--- src/rtl/ahb_sdr_pattern_master.sv ---
// ---------------------------------------------------------------------------
// ahb_sdr_pattern_master
//
// AHB-Lite initiator used as a memory self-test. A START pulse runs one pass:
//   1. Write P(i) = (BASE_ADDR + 4*i) ^ SEED to NUM_WORDS consecutive words.
//   2. Read the same words back and compare each one against P(i).
// It then reports DONE/PASS, the number of mismatches and the first failing
// address. An ERROR response aborts the test and sets BUS_ERR.
//
// Ports
//   HCLK, HRESETN            clock, asynchronous active-low reset
//   START                    one-cycle start pulse (ignored while busy)
//   HADDR/HTRANS/HSIZE/
//   HBURST/HWRITE/HWDATA     AHB-Lite master outputs
//                            (SINGLE, word-sized transfers only)
//   HRDATA/HREADY/HRESP      AHB-Lite slave responses
//   BUSY, DONE, PASS,
//   BUS_ERR, ERR_COUNT,
//   FAIL_ADDR                test status
// ---------------------------------------------------------------------------
module ahb_sdr_pattern_master #(
  parameter logic [31:0] BASE_ADDR = 32'h0000_0000,
  parameter int          NUM_WORDS = 1024,
  parameter logic [31:0] SEED      = 32'hA5A5_0001
) (
  input  logic        HCLK,
  input  logic        HRESETN,
  input  logic        START,
  output logic [31:0] HADDR,
  output logic [1:0]  HTRANS,
  output logic [2:0]  HSIZE,
  output logic [2:0]  HBURST,
  output logic        HWRITE,
  output logic [31:0] HWDATA,
  input  logic [31:0] HRDATA,
  input  logic        HREADY,
  input  logic [1:0]  HRESP,
  output logic        BUSY,
  output logic        DONE,
  output logic        PASS,
  output logic        BUS_ERR,
  output logic [15:0] ERR_COUNT,
  output logic [31:0] FAIL_ADDR
);

  localparam logic [1:0]  TR_IDLE   = 2'b00;
  localparam logic [1:0]  TR_NONSEQ = 2'b10;
  localparam logic [1:0]  RSP_OKAY  = 2'b00;
  localparam logic [1:0]  RSP_ERROR = 2'b01;
  localparam logic [15:0] LAST_IDX  = 16'(NUM_WORDS - 1);

  typedef enum logic [2:0] {
    S_IDLE, S_WRITE, S_WDRAIN, S_READ, S_RDRAIN, S_FIN
  } state_t;

  state_t      state_q;
  logic [15:0] idx_q;       // word index of the current address phase
  logic [15:0] dp_idx_q;    // word index of the current data phase
  logic        dp_valid_q;  // a data phase is in flight
  logic [31:0] haddr_q;
  logic [1:0]  htrans_q;
  logic        hwrite_q;
  logic [31:0] hwdata_q;
  logic        busy_q;
  logic        done_q;
  logic        pass_q;
  logic        bus_err_q;
  logic [15:0] err_count_q;
  logic [31:0] fail_addr_q;

  function automatic logic [31:0] word_addr(input logic [15:0] idx);
    return BASE_ADDR + {14'd0, idx, 2'b00};
  endfunction

  function automatic logic [31:0] pattern(input logic [15:0] idx);
    return word_addr(idx) ^ SEED;
  endfunction

  logic data_done;  // current data phase completes this cycle
  logic bus_error;  // second cycle of an ERROR response on our data phase
  logic compare_en;
  logic mismatch;

  always_comb begin
    data_done  = HREADY && dp_valid_q;
    bus_error  = data_done && (HRESP == RSP_ERROR);
    compare_en = data_done && (HRESP == RSP_OKAY) &&
                 ((state_q == S_READ) || (state_q == S_RDRAIN));
    mismatch   = compare_en && (HRDATA != pattern(dp_idx_q));
  end

  always_ff @(posedge HCLK or negedge HRESETN) begin
    if (!HRESETN) begin
      state_q     <= S_IDLE;
      idx_q       <= '0;
      dp_idx_q    <= '0;
      dp_valid_q  <= 1'b0;
      haddr_q     <= '0;
      htrans_q    <= TR_IDLE;
      hwrite_q    <= 1'b0;
      hwdata_q    <= '0;
      busy_q      <= 1'b0;
      done_q      <= 1'b0;
      pass_q      <= 1'b0;
      bus_err_q   <= 1'b0;
      err_count_q <= '0;
      fail_addr_q <= '0;
    end else begin
      // First ERROR cycle: the pending address is already masked on HTRANS;
      // keep it cancelled for the second cycle too.
      if (!HREADY && (HRESP == RSP_ERROR)) begin
        htrans_q <= TR_IDLE;
      end

      if (mismatch) begin
        if (err_count_q != 16'hFFFF) begin
          err_count_q <= err_count_q + 16'd1;
        end
        if (err_count_q == 16'd0) begin
          fail_addr_q <= word_addr(dp_idx_q);
        end
      end

      case (state_q)
        S_IDLE: begin
          if (START) begin
            done_q      <= 1'b0;
            pass_q      <= 1'b0;
            bus_err_q   <= 1'b0;
            err_count_q <= '0;
            fail_addr_q <= '0;
            busy_q      <= 1'b1;
            idx_q       <= '0;
            dp_valid_q  <= 1'b0;
            haddr_q     <= word_addr(16'd0);
            htrans_q    <= TR_NONSEQ;
            hwrite_q    <= 1'b1;
            state_q     <= S_WRITE;
          end
        end

        S_WRITE, S_READ: begin
          if (bus_error) begin
            bus_err_q  <= 1'b1;
            htrans_q   <= TR_IDLE;
            dp_valid_q <= 1'b0;
            state_q    <= S_FIN;
          end else if (HREADY && (htrans_q == TR_NONSEQ)) begin
            // Address phase accepted: it becomes the next data phase.
            dp_valid_q <= 1'b1;
            dp_idx_q   <= idx_q;
            if (state_q == S_WRITE) begin
              hwdata_q <= pattern(idx_q);
            end
            if (idx_q == LAST_IDX) begin
              htrans_q <= TR_IDLE;
              state_q  <= (state_q == S_WRITE) ? S_WDRAIN : S_RDRAIN;
            end else begin
              idx_q   <= idx_q + 16'd1;
              haddr_q <= word_addr(idx_q + 16'd1);
            end
          end
        end

        S_WDRAIN: begin
          if (bus_error) begin
            bus_err_q  <= 1'b1;
            dp_valid_q <= 1'b0;
            state_q    <= S_FIN;
          end else if (HREADY) begin
            dp_valid_q <= 1'b0;
            idx_q      <= '0;
            haddr_q    <= word_addr(16'd0);
            htrans_q   <= TR_NONSEQ;
            hwrite_q   <= 1'b0;
            state_q    <= S_READ;
          end
        end

        S_RDRAIN: begin
          if (bus_error) begin
            bus_err_q  <= 1'b1;
            dp_valid_q <= 1'b0;
            state_q    <= S_FIN;
          end else if (HREADY) begin
            dp_valid_q <= 1'b0;
            state_q    <= S_FIN;
          end
        end

        S_FIN: begin
          busy_q  <= 1'b0;
          done_q  <= 1'b1;
          pass_q  <= (err_count_q == 16'd0) && !bus_err_q;
          state_q <= S_IDLE;
        end

        default: state_q <= S_IDLE;
      endcase
    end
  end

  // HTRANS must drop to IDLE within the first ERROR cycle, before any clock
  // edge can update the register.
  assign HTRANS    = (!HREADY && (HRESP == RSP_ERROR)) ? TR_IDLE : htrans_q;
  assign HADDR     = haddr_q;
  assign HSIZE     = 3'b010;
  assign HBURST    = 3'b000;
  assign HWRITE    = hwrite_q;
  assign HWDATA    = hwdata_q;
  assign BUSY      = busy_q;
  assign DONE      = done_q;
  assign PASS      = pass_q;
  assign BUS_ERR   = bus_err_q;
  assign ERR_COUNT = err_count_q;
  assign FAIL_ADDR = fail_addr_q;

endmodule

--- config.mk ---
export PLATFORM = sky130hd
export DESIGN_NAME = ahb_sdr_pattern_master
export DESIGN_NICKNAME = d
export VERILOG_FILES = /design/src/rtl/ahb_sdr_pattern_master.sv
export SDC_FILE = /design/constraint.sdc
export NUM_CORES = 1
export LEC_CHECK = 0
export ABC_AREA = 1
export CORE_ASPECT_RATIO = 1.75
export CORE_MARGIN = 4
export CORE_UTILIZATION = 44
export CTS_CLUSTER_SIZE = 20
export DETAILED_ROUTE_END_ITERATION = 7
export HOLD_SLACK_MARGIN = 0.06
export PLACE_DENSITY = 0.77
export RECOVER_POWER = 50
export SLEW_MARGIN = 40
export SYNTH_ARGS = -nofsm -noshare
export SYNTH_HDL_FRONTEND = slang
export SYNTH_SLANG_ARGS = --single-unit
--- constraint.sdc ---
create_clock -name HCLK -period 2 [get_ports HCLK]
set_clock_uncertainty 0.2 [all_clocks]
set_input_delay 0.6 -clock HCLK [delete_from_list [all_inputs] [get_ports HCLK]]
set_output_delay 0.6 -clock HCLK [all_outputs]
set_load 0.03 [all_outputs]
## After elaboration in Yosys (flattened, before gate mapping)

Index checks and enable logic that the tools add are counted.

- Bits in registers: 147
- Latch bits: 0
- RAM bits: 0
- ROM bits: 0
- Input bits: 38
- Output and inout port bits: 125
- Logic and storage cells: 125
- Memories kept: 0

- Add/subtract/negate cells: 2
- Multipliers: 0
- Divide/modulo/power cells: 0
- Magnitude comparators: 0
- Equality and inequality tests: 22
- Shifts and indexed selects: 0
- Muxes and demuxes: 54
- Bitwise gates (word level): 3
- Reduce and logical (&&, ||, !) cells: 30

Operators with widths:

| kind | count |
|---|---|
| 32-bit two-way mux | 10 |
| 16-bit two-way mux | 10 |
| 32-bit case mux with 3 select lines | 1 |
| 16-bit case mux with 3 select lines | 1 |
| 16-bit by 1-bit adder with 16-bit output (second input constant) | 2 |
| 32-bit != test | 1 |
| 3-bit two-way mux | 9 |
| 2-bit inverter with 9-bit output | 2 |
| 16-bit by 10-bit == test with 1-bit output (second input constant) | 1 |
| 16-bit logical NOT | 1 |
| 16-bit != test (second input constant) | 1 |
| 2-bit two-way mux | 7 |
| 2-bit != test (second input constant) | 6 |
| 3-bit != test (second input constant) | 4 |
| 3-bit case mux with 4 select lines | 1 |
| 4-bit AND reduction | 3 |
| 1-bit case mux with 2 select lines | 5 |
| 1-bit logical AND | 8 |
| 1-bit two-way mux | 8 |
| 7-bit AND reduction | 1 |
| 3-bit by 2-bit == test with 1-bit output (second input constant) | 2 |
| 3-bit == test (second input constant) | 2 |
| 2-bit case mux with 3 select lines | 1 |
| 3-bit AND reduction | 2 |
| other kinds (17) | 22 |

## Depth between registers and ports, before layout

Gate-level depths: netlist of run 1.

- Depth in word-level cells: 7
- Mapped depth: 12
- Depth with buffers taken out: 11

## Worst setup path before layout of run 1

OpenSTA, ideal clock, no wires.

- Path type: register to register
- From: reg err_count_q[0] (netlist: ERR_COUNT[0])
- To: reg fail_addr_q[16] (netlist: FAIL_ADDR[16])
- Library setup time: 116 ps
- Arrival: 1,719 ps
- Required time: 1,684 ps
- Path slack: -34 ps
- Stages on the path, launching flop included: 10
- Buffers on the path: 2
- Clock period less this slack: 2,034 ps
- Path through: dfrtp_1 -> inv_1 -> ha_1 -> nand3_1 -> nor4_1 -> nand3_2 -> buf_6 -> buf_6 -> nor2_2 -> nor2_1

- Word-level cells in the longest chain between the ends: 5

Ends and longest elaborated chain:

| what | line | source |
|---|---|---|
| from (decl) | 68 | `logic [15:0] err_count_q;` |
| from (signal assigned) | 117 | `err_count_q <= err_count_q + 16'd1;` |
| 16-bit logical NOT * | 119 | `if (err_count_q == 16'd0) begin` |
| 32-bit two-way mux * | 119 |  |
| 32-bit two-way mux * | 115 | `if (mismatch) begin` |
| 32-bit two-way mux | 126 | `if (START) begin` |
| 32-bit two-way mux * | 124 | `case (state_q)` |
| to (signal assigned) | 120 | `fail_addr_q <= word_addr(dp_idx_q);` |
| to (decl) | 69 | `logic [31:0] fail_addr_q;` |

Every way passes the cells marked *; elsewhere a longest branch is shown, timed or not.
A chain may end at the register's enable or synchronous reset.

## Final worst setup path of run 1

- From: reg err_count_q[0] (netlist: ERR_COUNT[0])
- To: reg fail_addr_q[11] (netlist: FAIL_ADDR[11])

The elaborated chain is that of the path after synthesis.

==> metrics, run 1 <==
status=finished, violations left; violated checks=negative setup slack; max-slew violations=0; Top-Level Pins=approximately 160; H-tree lvl count=3; vias in the first global route=around 5600; Crit path largest cell delay=around 430 ps; Global Route Usage Sum=0.236; Seq/Total Area, Yosys=0.463; CP Data Arrival Time=2160 ps; post-synthesis cell area=about 0.0058 mm^2; Post-DP Area=approximately 0.0077 mm^2; CTS root buf=clkbuf_16; PortBufs=approximately 130; clk buf depth=2; Routed WL per cell=approximately 15 um; Pwr Total=around 0.01 W; die area=0.0153 mm^2; leak pwr=4.60 nW; core area=approximately 0.013 mm^2; slew at the pin closest to its max-slew limit=around 570 ps; final instance area=0.00865 mm^2; Die Y=about 160 um; setup TNS=-2180 ps; Ant. Diodes=0; row cnt=55; final setup vio count=30; pwr dens=between 1000 and 1500 mW/mm^2; crit start category=flop; final worst slack=-113 ps; Critical Path RT=slightly above 2000 ps; fmax=~470 MHz; min Tclk post-route=roughly 2100 ps; Post-DRT Antenna Nets=0; critical path class=flop to flop; Mapped Cells=approximately 780; clk sink count=108; Total Wirelength=~18000 um; Die X-Extent=between 90 and 100 um; Rel. slew slack=0.621; clock latency at the later pin of the worst-skew pair=approximately 350 ps; Yosys reg bits=between 100 and 150; Mapped Avg Cell Area=around 7.5 um^2; clock slew seen by the registers of the worst setup and hold paths=80 ps; initial core utilization=0.449; RSZ-0062 raised after global routing=true; VDD IR max=0.674 mV; Worst Hold Class=flop to flop; total gr overflow=0; initial antenna violation count=0; final hold vios=0; initial drt markers=370; HPWL after DPL=roughly 13000 um; cell mode on critical path=nand3_4; synthesis-to-finish area growth=48.1%; drt pass-1 iters=6; CTS tree=yes; share of cells above drive strength 1=0.262; Worst Path Buf+Inv=4; max cap viols=0; crit-path cells=inv_2 -> ha_4 -> nand3_4 -> nor4_4 -> nand3_4 -> buf_6 -> buf_12 -> buf_16 -> nor2_4 -> nor2_2; TritonCTS Buffers=9; Cell variety after synth=30; delay-heaviest family, CP=simple AND/OR/NAND/NOR gates; DRC violations left=0; DR vias/cell=approximately 4.8; Final period util=1.06; Critical Path End Type=flop; Setup WS pre-CTS=-626 ps; via count=between 5000 and 6000; crit-path max FO=6; Slowest cell on crit path=dfrtp_2; gp weighted congestion=0.927; largest net degree at the start of global routing=34; Synth Warn #=0; final net count=1029; first-pass GRT wire length=about 28000 um
sequential cells by signal, summed over array words and instances, names as in the netlist, 2 cells and up:
register,flops
state_q,3
FAIL_ADDR,32
ERR_COUNT,16
dp_idx_q,16
htrans_q,2
HADDR,16
HWDATA,17
cell usage after synthesis, drive strengths merged:
cell    number  area share
a21oi       12       0.010
buf         51       0.065
clkbuf       8      0.0051
clkinv       1      0.0015
conb         2      0.0013
dfrtp      108        0.46
ha           3      0.0064
inv        112       0.072
nand2      205        0.13
nand3       60       0.055
nand4        6      0.0064
nor2       115       0.077
nor3        17       0.016
nor4         1      0.0011
o211ai       2      0.0026
o21ai       59       0.052
or2          2      0.0021
xnor2        7       0.010
xor2        12       0.018
per-stage QoR:
step	instances	hold WS, ps	util
after floorplan	811	104	-
after global placement	1116	257	0.589
after detailed placement	1116	269	0.589
after CTS	1153	285	0.645
after global routing	1164	320	0.665
final	1164	284	0.665
power breakdown:
part	internal (W)	total (W)	leakage (nW)	switching, W
sequential	0.00281	0.00341	1.45	0.000602
clock	0.000912	0.00180	0.147	0.000888
combinational	0.00182	0.00498	3.00	0.00316
cell families after synthesis:
family,share of synthesized area
AOI/OAI and AO/OA,0.0653
xor gates and xnor gates,0.0285
adders and majority gates,0.00643
buffers and inverters,0.144
DFF,0.463
other,0.00129
and+or+nand+nor,0.292
path summary, 6_finish.rpt:
check                                        from                 endpoint  slack, ps  cells past startpoint
setup / recovery           ERR_COUNT[0]$_DFF_PN0_  FAIL_ADDR[11]$_DFF_PN0_       -110                     10
hold / removal                 HWRITE$_DFFE_PN0P_       HWRITE$_DFFE_PN0P_        280                      2
setup reg to reg           ERR_COUNT[0]$_DFF_PN0_  FAIL_ADDR[11]$_DFF_PN0_       -110                     10
hold reg to reg                HWRITE$_DFFE_PN0P_       HWRITE$_DFFE_PN0P_        280                      2
max in group asynchronous                 HRESETN   HWDATA[29]$_DFFE_PN0P_        120                      3
min in group asynchronous                 HRESETN  FAIL_ADDR[29]$_DFF_PN0_        550                      2
layer usage:
metal / GRT usage / up-vias / part of all wire
met3: 0.0309 / 59 / 0.037
li1: - / 2761 / -
met2: 0.427 / 178 / 0.55
met4: 0.132 / 0 / 0.056
met1: 0.256 / 2642 / 0.36
met5: 0 / - / 0
layout by cell type, fill, tap and decap left out, types with 11 or more instances in the layout:
cell type	count
nand2_1	196
o21ai_0	55
nor2_1	85
dlygate4sd2_1	75
xor2_1	12
buf_4	67
nand3_4	14
nor3_1	13
conb_1	30
dfrtp_1	100
buf_12	11
clkbuf_2	21
nand3_1	32
nor2_4	15
clkdlybuf4s15_1	16
inv_2	19
nor2_2	15
inv_1	91
nand3_2	14
worst reg2reg max path: cells and delay by family (launching register included):
family	cells	cell delay, ps
adder cells (fa/ha/maj)	1	130
buffers and inverters	4	520
flip-flops	1	430
AND/OR/NAND/NOR	5	740
final cells by class:
cell class / instances / area [um^2]
timing repair buffer: 225 / 2140
tap: 171 / 214
clock buffer: 10 / 239
inverter: 113 / 434
fill: 1047 / 4350
multi-input combinational: 531 / 2860
sequential: 108 / 2710
clock inverter: 6 / 60.1
timing repair:
item | 4_1_cts | 5_1_grt
hold buffers | 1 | 0
hold endpoints to repair | 16 | 0
endpoints found under the setup margin | 168 | 86
resized for setup | 229 | 115
gates cloned | 6 | 1
pin swaps | 46 | 25
setup buffers | 14 | 11
Power figures use the tool's default switching activity.
==> inputs of run 2 (changes only) <==
--- a/config.mk
+++ b/config.mk
@@ -6,12 +6,14 @@
 export NUM_CORES = 1
 export LEC_CHECK = 0
 export ABC_AREA = 1
+export ABC_CLOCK_PERIOD_IN_PS = 2000
 export CORE_ASPECT_RATIO = 1.75
 export CORE_MARGIN = 4
 export CORE_UTILIZATION = 44
 export CTS_CLUSTER_SIZE = 20
 export DETAILED_ROUTE_END_ITERATION = 7
 export HOLD_SLACK_MARGIN = 0.06
+export MAX_ROUTING_LAYER = met4
 export PLACE_DENSITY = 0.77
 export RECOVER_POWER = 50
 export SLEW_MARGIN = 40
==> constraint.sdc (replaced) <==
create_clock -name HCLK -period 2 [get_ports HCLK]
set_clock_uncertainty 0.2 [all_clocks]
set_input_delay 0.4 -clock HCLK [delete_from_list [all_inputs] [get_ports HCLK]]
set_output_delay 0.4 -clock HCLK [all_outputs]
set_load 0.03 [all_outputs]
==> metrics, run 2 (synthesis results as in run 1) <==
crit start category=primary input (was flop); Critical Path RT=1400 ps (was 2050 ps); status=finished clean (was finished, violations left); setup TNS=0 ps (was -2180 ps); Critical Path End Type=output pin (was flop); Routed WL per cell=14.8 um (was 15.5 um); initial drt markers=249 (was 370); row cnt=55 (unchanged); final hold vios=0 (unchanged); number of flip-flops in the largest register=32 (unchanged); clock slew seen by the registers of the worst setup and hold paths=70 ps (was 80 ps); die area=0.0153 mm^2 (unchanged); Die X-Extent=95.1 um (unchanged); CTS tree=yes (unchanged); critical path class=primary input to output pin (was flop to flop); min Tclk post-route=1980 ps (was 2110 ps); hold_ws=276 ps (was 284 ps); final setup vio count=0 (was 30); via count=5534 (was 5640); Worst Hold Class=flop to flop (unchanged); Ant. Diodes=0 (unchanged); share of cells above drive strength 1=0.171 (was 0.262); PortBufs=132 (unchanged); initial core utilization=0.449 (unchanged); gp weighted congestion=0.943 (was 0.927); Final period util=0.988 (was 1.06); synthesis-to-finish area growth=39.2% (was 48.1%); clk sink count=108 (unchanged); final worst slack=23.1 ps (was -113 ps); RSZ-0062 raised after global routing=true (unchanged); pwr dens=1230 mW/mm^2 (was 1180 mW/mm^2); clk buf depth=2 (unchanged); crit-path max FO=2 (was 6); r2r endpoint=FAIL_ADDR[13]$_DFF_PN0_ (was FAIL_ADDR[11]$_DFF_PN0_); CP Data Arrival Time=1380 ps (was 2160 ps); DRC violations left=0 (unchanged); Rel. slew slack=0.546 (was 0.621); CP Capture Point=HTRANS[1] (was FAIL_ADDR[11]$_DFF_PN0_); total gr overflow=0 (unchanged); CTS root buf=clkbuf_16 (unchanged); slew at the pin closest to its max-slew limit=681 ps (was 569 ps); vias in the first global route=5604 (was 5616); final net count=1013 (was 1029); fmax=506 MHz (was 473 MHz); Global Route Usage Sum=0.233 (was 0.236); VDD IR max=0.810 mV (was 0.674 mV); leak pwr=4.54 nW (was 4.60 nW); Crit Reg-Reg Startpoint=ERR_COUNT[0]$_DFF_PN0_ (unchanged); most frequent cells in the layout=192 x nand2_1, 105 x dfrtp_1, 101 x inv_1 (was 196 x nand2_1, 100 x dfrtp_1, 91 x inv_1); Post-DRT Antenna Nets=0 (unchanged); DR vias/cell=4.82 (was 4.85); Setup WS pre-CTS=-561 ps (was -626 ps); first-pass GRT wire length=27000 um (was 28000 um); r2r setup slk=40 ps (was -110 ps); Die Y=160 um (unchanged); max-slew violations=0 (unchanged); core area=0.0130 mm^2 (unchanged); crit path launch=HRESP[1] (was ERR_COUNT[0]$_DFF_PN0_); most common cell after layout, fill and taps aside=nand2_1 (unchanged); worst reg2reg path depth=9 (was 10); largest net degree at the start of global routing=40 (was 34); Total Wirelength=17000 um (was 18000 um); Top-Level Pins=163 (unchanged); H-tree lvl count=3 (unchanged); clock latency at the later pin of the worst-skew pair=360 ps (was 350 ps); max cap viols=0 (unchanged); drt pass-1 iters=4 (was 6); TritonCTS Buffers=9 (unchanged); initial antenna violation count=0 (unchanged); HPWL after DPL=12700 um (was 12800 um)
run 2: cell count changes in the layout (fill, tap and decap cells not counted), sizes merged, moves of 4 or more:
cell | before | now
clkdlybuf4s50 | 1 | 25
dlygate4sd2 | 75 | 79
clkdlybuf4s15 | 26 | 1
buf | 98 | 74
clkbuf | 34 | 28
dlymetal6s2s | 0 | 10
run 2: area by class of cell:
class	instances	area, um^2
well taps	171	214
inverters	113	432
clock inverters	7	77.6
flip-flops and latches	108	2710
fillers	1161	4870
repair buffers	209	1830
multi-input cells	531	2650
clock buffers	9	225
run 2: per-stage QoR:
stage / util / cells / total power, W / instance area, um^2
floorplan: - / 811 / 0.00609 / 5950
global placement: 0.586 / 1116 / 0.00814 / 7620
detailed placement: 0.586 / 1116 / 0.00821 / 7620
CTS: 0.620 / 1145 / 0.00992 / 8070
global route: 0.625 / 1148 / 0.0107 / 8130
finish: 0.625 / 1148 / 0.0100 / 8130
run 2: layer usage:
layer / global-route usage / vias up / wire (um)
met5: - / - / 0
met3: 0.0286 / 46 / 558
met2: 0.411 / 152 / 9430
met4: 0.109 / 0 / 752
met1: 0.253 / 2615 / 6260
li1: - / 2721 / -
run 2: worst min path at each step:
stage | from | end | slack (ps) | cells after the start
floorplan | HRESETN | BUSY$_DFFE_PN0P_ | -100 | 0
global placement | HRESETN | FAIL_ADDR[1]$_DFF_PN0_ | 40 | 1
detailed placement | HRESETN | FAIL_ADDR[1]$_DFF_PN0_ | 40 | 1
CTS | HRESETN | FAIL_ADDR[1]$_DFF_PN0_ | 240 | 2
global route | FAIL_ADDR[27]$_DFF_PN0_ | FAIL_ADDR[27]$_DFF_PN0_ | 310 | 2
finish | HWRITE$_DFFE_PN0P_ | HWRITE$_DFFE_PN0P_ | 280 | 2
run 2: critical path, cell delays in order:
cell             delay, ps
clkdlybuf4s50_1        490
inv_1                   70
nand3_1                100
nand2_1                 50
inv_1                  130
buf_12                 140
run 2: power breakdown:
part	internal [W]	switching (W)
Sequential	0.00280	0.000572
Clock	0.000887	0.000897
Combinational	0.00175	0.00311
run 2: repair_timing:
action | in CTS | in global routing
endpoints found under the hold margin | 108 | 0
endpoints found under the setup margin | 131 | 64
gates resized for setup | 111 | 71
buffers inserted | 10 | 4
hold buffers | 1 | 0
gates cloned | 2 | 1
pin swaps | 8 | 15
==> inputs of run 3 (changes only) <==
--- a/config.mk
+++ b/config.mk
@@ -10,7 +10,7 @@
 export CORE_ASPECT_RATIO = 1.75
 export CORE_MARGIN = 4
 export CORE_UTILIZATION = 44
-export CTS_CLUSTER_SIZE = 20
+export CTS_CLUSTER_SIZE = 30
 export DETAILED_ROUTE_END_ITERATION = 7
 export HOLD_SLACK_MARGIN = 0.06
 export MAX_ROUTING_LAYER = met4
==> results of run 3 <==
Final layout, timing and power as in run 2 (identical DEF).
==> patch 1 (flow settings as in run 3) <==
Encoding of `state_t`: now one-hot (6 bits for 6 states).
--- a/src/rtl/ahb_sdr_pattern_master.sv
+++ b/src/rtl/ahb_sdr_pattern_master.sv
@@ -49,8 +49,8 @@
   localparam logic [1:0]  RSP_ERROR = 2'b01;
   localparam logic [15:0] LAST_IDX  = 16'(NUM_WORDS - 1);
 
-  typedef enum logic [2:0] {
-    S_IDLE, S_WRITE, S_WDRAIN, S_READ, S_RDRAIN, S_FIN
+  typedef enum logic [5:0] {
+    S_IDLE = 6'b000001, S_WRITE = 6'b000010, S_WDRAIN = 6'b000100, S_READ = 6'b001000, S_RDRAIN = 6'b010000, S_FIN = 6'b100000
   } state_t;
 
   state_t      state_q;
Behaviour: no difference found for any inputs over 4 cycles, from zero or initial values and one cycle with HRESETN low; so few cycles prove little.
==> patch 1 against run 3 <==
The flow now finishes with violations (negative setup slack). Sequential share of layout area shrank 2.8 points. Routed wire length grew 14%. Area after synthesis grew 9.4%. Design area grew 13%. Setup slack lost 0.039 ns. Hold slack gained 0.0020 ns. Critical path type is now reg -> reg. First-iteration DRC count grew 22%. Sequential cell count grew 3. Fmax shrank 1.9%. Highest routed layer unchanged. Power shrank 30%. Critical endpoint is now HADDR[15].
==> patch 1: results (changes against run 3) <==
Routing
  • M1 WL: 6820 µm (was 6260 µm)
  • Total Routed Length: 19300 µm (was 17000 µm)
  • Top sig layer: met4 (unchanged)
  • TritonRoute pass-1 iters: 5 (was 4)
  • Vias per inst: 4.96 (was 4.82)
  • Metal3 WL: 804 µm (was 558 µm)
  • DRT iter0 DRCs: 305 (was 249)
  • Met2 routed WL: 10800 µm (was 9430 µm)
  • Vias: 6334 (was 5534)

Synth
  • Synth unique cells: 40 (was 30)
  • Cells after synthesis: 859 (was 783)
  • Synth Area in XOR/XNOR: 1.92% (was 2.85%)
  • Adder-cell share of the synthesized area: 0.587% (was 0.643%)
  • Synth Flop Type: dfrtp_1 (unchanged)
  • Yosys warning count: 0 (unchanged)
  • Synth Area in Compound Gates: 7.18% (was 6.53%)
  • Area contributors post-synth: dfrtp_1 (43%), nand2_1 (12%), nor2_1 (8.2%) (was dfrtp_1 (46%), nand2_1 (13%), inv_1 (7.1%))
  • Post-synthesis sequential area ratio: 43.5% (was 46.3%)
  • Post-synth top cells: nand2_1 (205), nor2_1 (139), dfrtp_1 (110) (was nand2_1 (202), inv_1 (110), nor2_1 (109))

Placed design
  • # port buffers: 132 (unchanged)
  • Dpl ws: -0.424 ns (was -0.561 ns)
  • Placed Area: 8420 µm² (was 7620 µm²)
  • Placer Congestion: 0.884 (was 0.943)
  • Dpl hpwl: 14000 µm (was 12700 µm)
  • Placed Instances: 1229 (was 1116)

Power and ir drop
  • NetSw: 2.58 mW (was 4.58 mW)
  • Leakage: 4.98 nW (was 4.54 nW)
  • Worst vdd ir: 0.688 mV (was 0.810 mV)

Min path
  • Worst hold path class: reg -> reg (unchanged)
  • Hold Path Origin: DONE (was HWRITE)
  • Worst Hold Path EP: DONE (was HWRITE)

Timing
  • Final setup viols: 4 (was 0)
  • Worst-Margin Slew: 0.927 ns (was 0.681 ns)
  • Final setup TNS: -0.0244 ns (was 0 ns)
  • Final WS setup: -0.0162 ns (was 0.0231 ns)
  • Worst hold slack: 0.278 ns (was 0.276 ns)

Worst setup path
  • Crit Path Max Fanout: 6 (was 2)
  • R2R depth: 11 (was 9)
  • CP top delay family: simple AND/OR/NAND/NOR gates (was buffers and inverters)
  • Reg2reg start: state_q[4] (was ERR_COUNT[0])
  • Worst EP arrival: 2.09 ns (was 1.38 ns)
  • Crit-path slowest cell: dfrtp_2 (was clkdlybuf4s50_1)
  • CP max stage delay: 0.43 ns (was 0.49 ns)
  • Crit path kind: reg -> reg (was in -> out)
  • R2R Path End: HADDR[15] (was FAIL_ADDR[13])

GRT
  • First-pass GRT wire length: 29300 µm (was 27000 µm)
  • Largest net degree at the start of global routing: 35 (was 40)
  • Initial antenna violation count: 4 (was 0)
  • Number of global-route vias before repair: 6178 (was 5604)
  • Total Routing Usage GR: 22.6% (was 23.3%)

Status
  • Status: complete, but fails checks (was completed)
  • Failing checks: negative setup slack

Finish
  • Layout cell share with drive strength beyond 1: 26.1% (was 17.1%)
  • NumNets Final: 1130 (was 1013)
  • Max FFs per register: 32 (unchanged)
  • Fillcell total: 1232 (was 1161)

Clocking
  • Cell chosen for the clock root: clkbuf_16 (unchanged)
[patch 1: cell types whose count changed after synthesis, moves of 9 or more]
cell	change
o21ai_0	-34
nor2_1	+30
inv_2	+20
o21ai_1	+17
o21ai_2	+16
nand2_2	+15
nand3_1	-10
nand3_2	+10
inv_1	-9
[patch 1: cell families after synthesis]
group,count (synthesis)
XOR/XNOR,14
buffers and inverters,185
other,2
AND/OR/NAND/NOR,469
adder cells (fa/ha/maj),3
flip-flops,111
AO/OA/AOI/OAI,75
[patch 1: cell type report]
type,count,area (µm²),area share [%]
clock buffers,10,229,2.50
inverters,126,482,5.26
diodes,4,10.0,0.109
multi-input cells,591,3060,33.5
flip-flops and latches,111,2790,30.5
clock inverters,6,62.6,0.684
well taps,180,225,2.46
repair buffers,250,2290,25.0
[patch 1: worst max path at each step]
stage / from / end / slack, ns / cells past startpoint
2_1_floorplan: HADDR[2] / HADDR[9] / 0.06 / 13
3_3_place_gp: HRESP[0] / HADDR[13] / -0.40 / 11
3_5_place_dp: HRESP[0] / HADDR[15] / -0.42 / 11
4_1_cts: dp_idx_q[12] / FAIL_ADDR[9] / -0.02 / 12
5_1_grt: state_q[4] / HADDR[11] / -0.15 / 11
6_report: state_q[4] / HADDR[15] / -0.02 / 11
[patch 1: worst register-to-register path, cell delays in order, from the launching register on]
cell	delay, ns
dfrtp_2	0.43
nor2_4	0.23
buf_6	0.13
nand4_1	0.16
nand2_1	0.13
nor2_2	0.05
nor2_2	0.16
nand2_4	0.12
inv_8	0.10
buf_12	0.11
nand2_1	0.04
o21ai_1	0.08
[patch 1: power by group through the flow]
| stage | sequential [mW] | combinational [mW] | clock [mW] |
|---|---|---|---|
| finish | 2.51 | 2.72 | 1.80 |
| global route | 2.53 | 2.92 | 1.91 |
| CTS | 2.50 | 2.28 | 1.82 |
| detailed placement | 2.54 | 2.25 | 0 |
| global placement | 2.54 | 2.23 | 0 |
| floorplan | 2.63 | 1.19 | 0 |
[patch 1: routing by layer]
layer / vias up / global-route usage [%]
li1: 3047 / -
met1: 3012 / 22.9
met2: 212 / 41.4
met3: 63 / 3.58
met4: 0 / 11.0
met5: - / -
[patch 1: what timing repair did]
| item | CTS | global route |
|---|---|---|
| pin swaps | 19 | 30 |
| resized for setup | 124 | 88 |
| setup endpoints to repair | 120 | 94 |
| endpoints found under the hold margin | 29 | 0 |
| hold buffers | 1 | 0 |
| cloned | 2 | 3 |
| setup buffers | 6 | 20 |
==> patch 2 (flow settings as in run 3) <==
Made on the original files. `NUM_WORDS`: 1024 -> 512.
--- a/src/rtl/ahb_sdr_pattern_master.sv
+++ b/src/rtl/ahb_sdr_pattern_master.sv
@@ -20,7 +20,7 @@
 // ---------------------------------------------------------------------------
 module ahb_sdr_pattern_master #(
   parameter logic [31:0] BASE_ADDR = 32'h0000_0000,
-  parameter int          NUM_WORDS = 1024,
+  parameter int          NUM_WORDS = 512,
   parameter logic [31:0] SEED      = 32'hA5A5_0001
 ) (
   input  logic        HCLK,
Formal check against the unedited RTL: no difference found for any inputs over 4 cycles, from zero or initial values and one cycle with HRESETN low; that may be too few to reach the edited logic, so the function may still have changed.
==> patch 2 against run 3 <==
Power up 8.8%. Core utilization up 0.36 points. Register-to-register slack worse by 0.07 ns. Setup slack worse by 0.056 ns. Cell count down 0.17%. Area after synthesis up 0.45%. The run now ends with negative setup slack left. Sequential share of layout area down 0.19 points. Critical endpoint is now FAIL_ADDR[2]. Design area up 0.57%. Routed wire length up 2.3%. Sequential cell count unchanged.
==> patch 2: results (changes against run 3) <==
Power and ir drop
  • Total design power: 10.9 mW (was 10.0 mW)
  • Leakage: 4.42 nW (was 4.54 nW)
  • Sequential power: 3.51 mW (was 3.38 mW)
  • Worst vdd ir: 0.964 mV (was 0.810 mV)

Worst setup path
  • Crit Path Max Fanout: 18 (was 2)
  • CP top delay family: simple AND/OR/NAND/NOR gates (was buffers and inverters)
  • Worst EP arrival: 2.08 ns (was 1.38 ns)
  • Critical Path Source Type: flop (was input port)
  • R2R Path End: FAIL_ADDR[2] (was FAIL_ADDR[13])
  • CP Capture Type: flop (was output pin)
  • Crit-path slowest cell: dfrtp_1 (was clkdlybuf4s50_1)

Routing
  • Vias: 5565 (was 5534)
  • Total Routed Length: 17400 µm (was 17000 µm)
  • DRT iter0 DRCs: 278 (was 249)

Finish
  • Footprint of the multi-input gates: 2640 µm² (was 2650 µm²)
  • Non-clock buffers, area share: 23.0% (was 22.5%)
  • Clk tree area frac: 3.92% (was 3.72%)
  • NumNets Final: 1012 (was 1013)
  • Layout cell share with drive strength beyond 1: 17.9% (was 17.1%)
  • Fillcell total: 1172 (was 1161)

Timing
  • Final WS setup: -0.0329 ns (was 0.0231 ns)
  • Final setup viols: 9 (was 0)
  • Final setup TNS: -0.103 ns (was 0 ns)

Placed design
  • Dpl ws: -0.407 ns (was -0.561 ns)
  • Placed Area: 7740 µm² (was 7620 µm²)
  • Placer Congestion: 0.919 (was 0.943)
  • Dpl hpwl: 13000 µm (was 12700 µm)

Status
  • Failing checks: negative setup slack
  • Status: complete, but fails checks (was completed)

GRT
  • Largest net degree at the start of global routing: 41 (was 40)
  • Number of global-route vias before repair: 5490 (was 5604)
  • Total Routing Usage GR: 23.2% (was 23.3%)

Min path
  • Worst Hold Path EP: dp_valid_q (was HWRITE)
  • Hold Path Origin: dp_valid_q (was HWRITE)

Synth
  • Area contributors post-synth: dfrtp_1 (46%), nand2_1 (12%), nor2_1 (7.1%) (was dfrtp_1 (46%), nand2_1 (13%), inv_1 (7.1%))
  • Syn avg cell area: 7.54 µm² (was 7.46 µm²)

Clocking
  • Post-CTS sizing: 83 (was 111)
  • Post-CTS Repair Setup Buffers: 1 (was 10)
-- patch 2: worst min-delay path, cell delays in order (launching register included) --
cell and delay (ns):
dfrtp_1 0.35, nand2_1 0.05, nand2_1 0.05
-- patch 2: metal layers --
metal  global-route usage [%]  up-vias  wire, µm
met2                     42.7      176      9980
met5                        -        -         0
met1                     23.2     2618      6100
li1                         -     2729         -
met3                     3.89       42       676
met4                     9.92        0       639
-- patch 2: kinds of logic (layout without fill, tap and decap cells) --
logic type | Yosys count | count (layout) | share of synthesized area (%)
AO/OA/AOI/OAI | 73 | 73 | 6.67
XOR/XNOR | 19 | 19 | 2.84
adder cells (fa/ha/maj) | 3 | 3 | 0.640
buffers and inverters | 172 | 341 | 14.3
flip-flops | 108 | 108 | 46.1
other | 2 | 30 | 0.128
AND/OR/NAND/NOR | 401 | 401 | 29.3
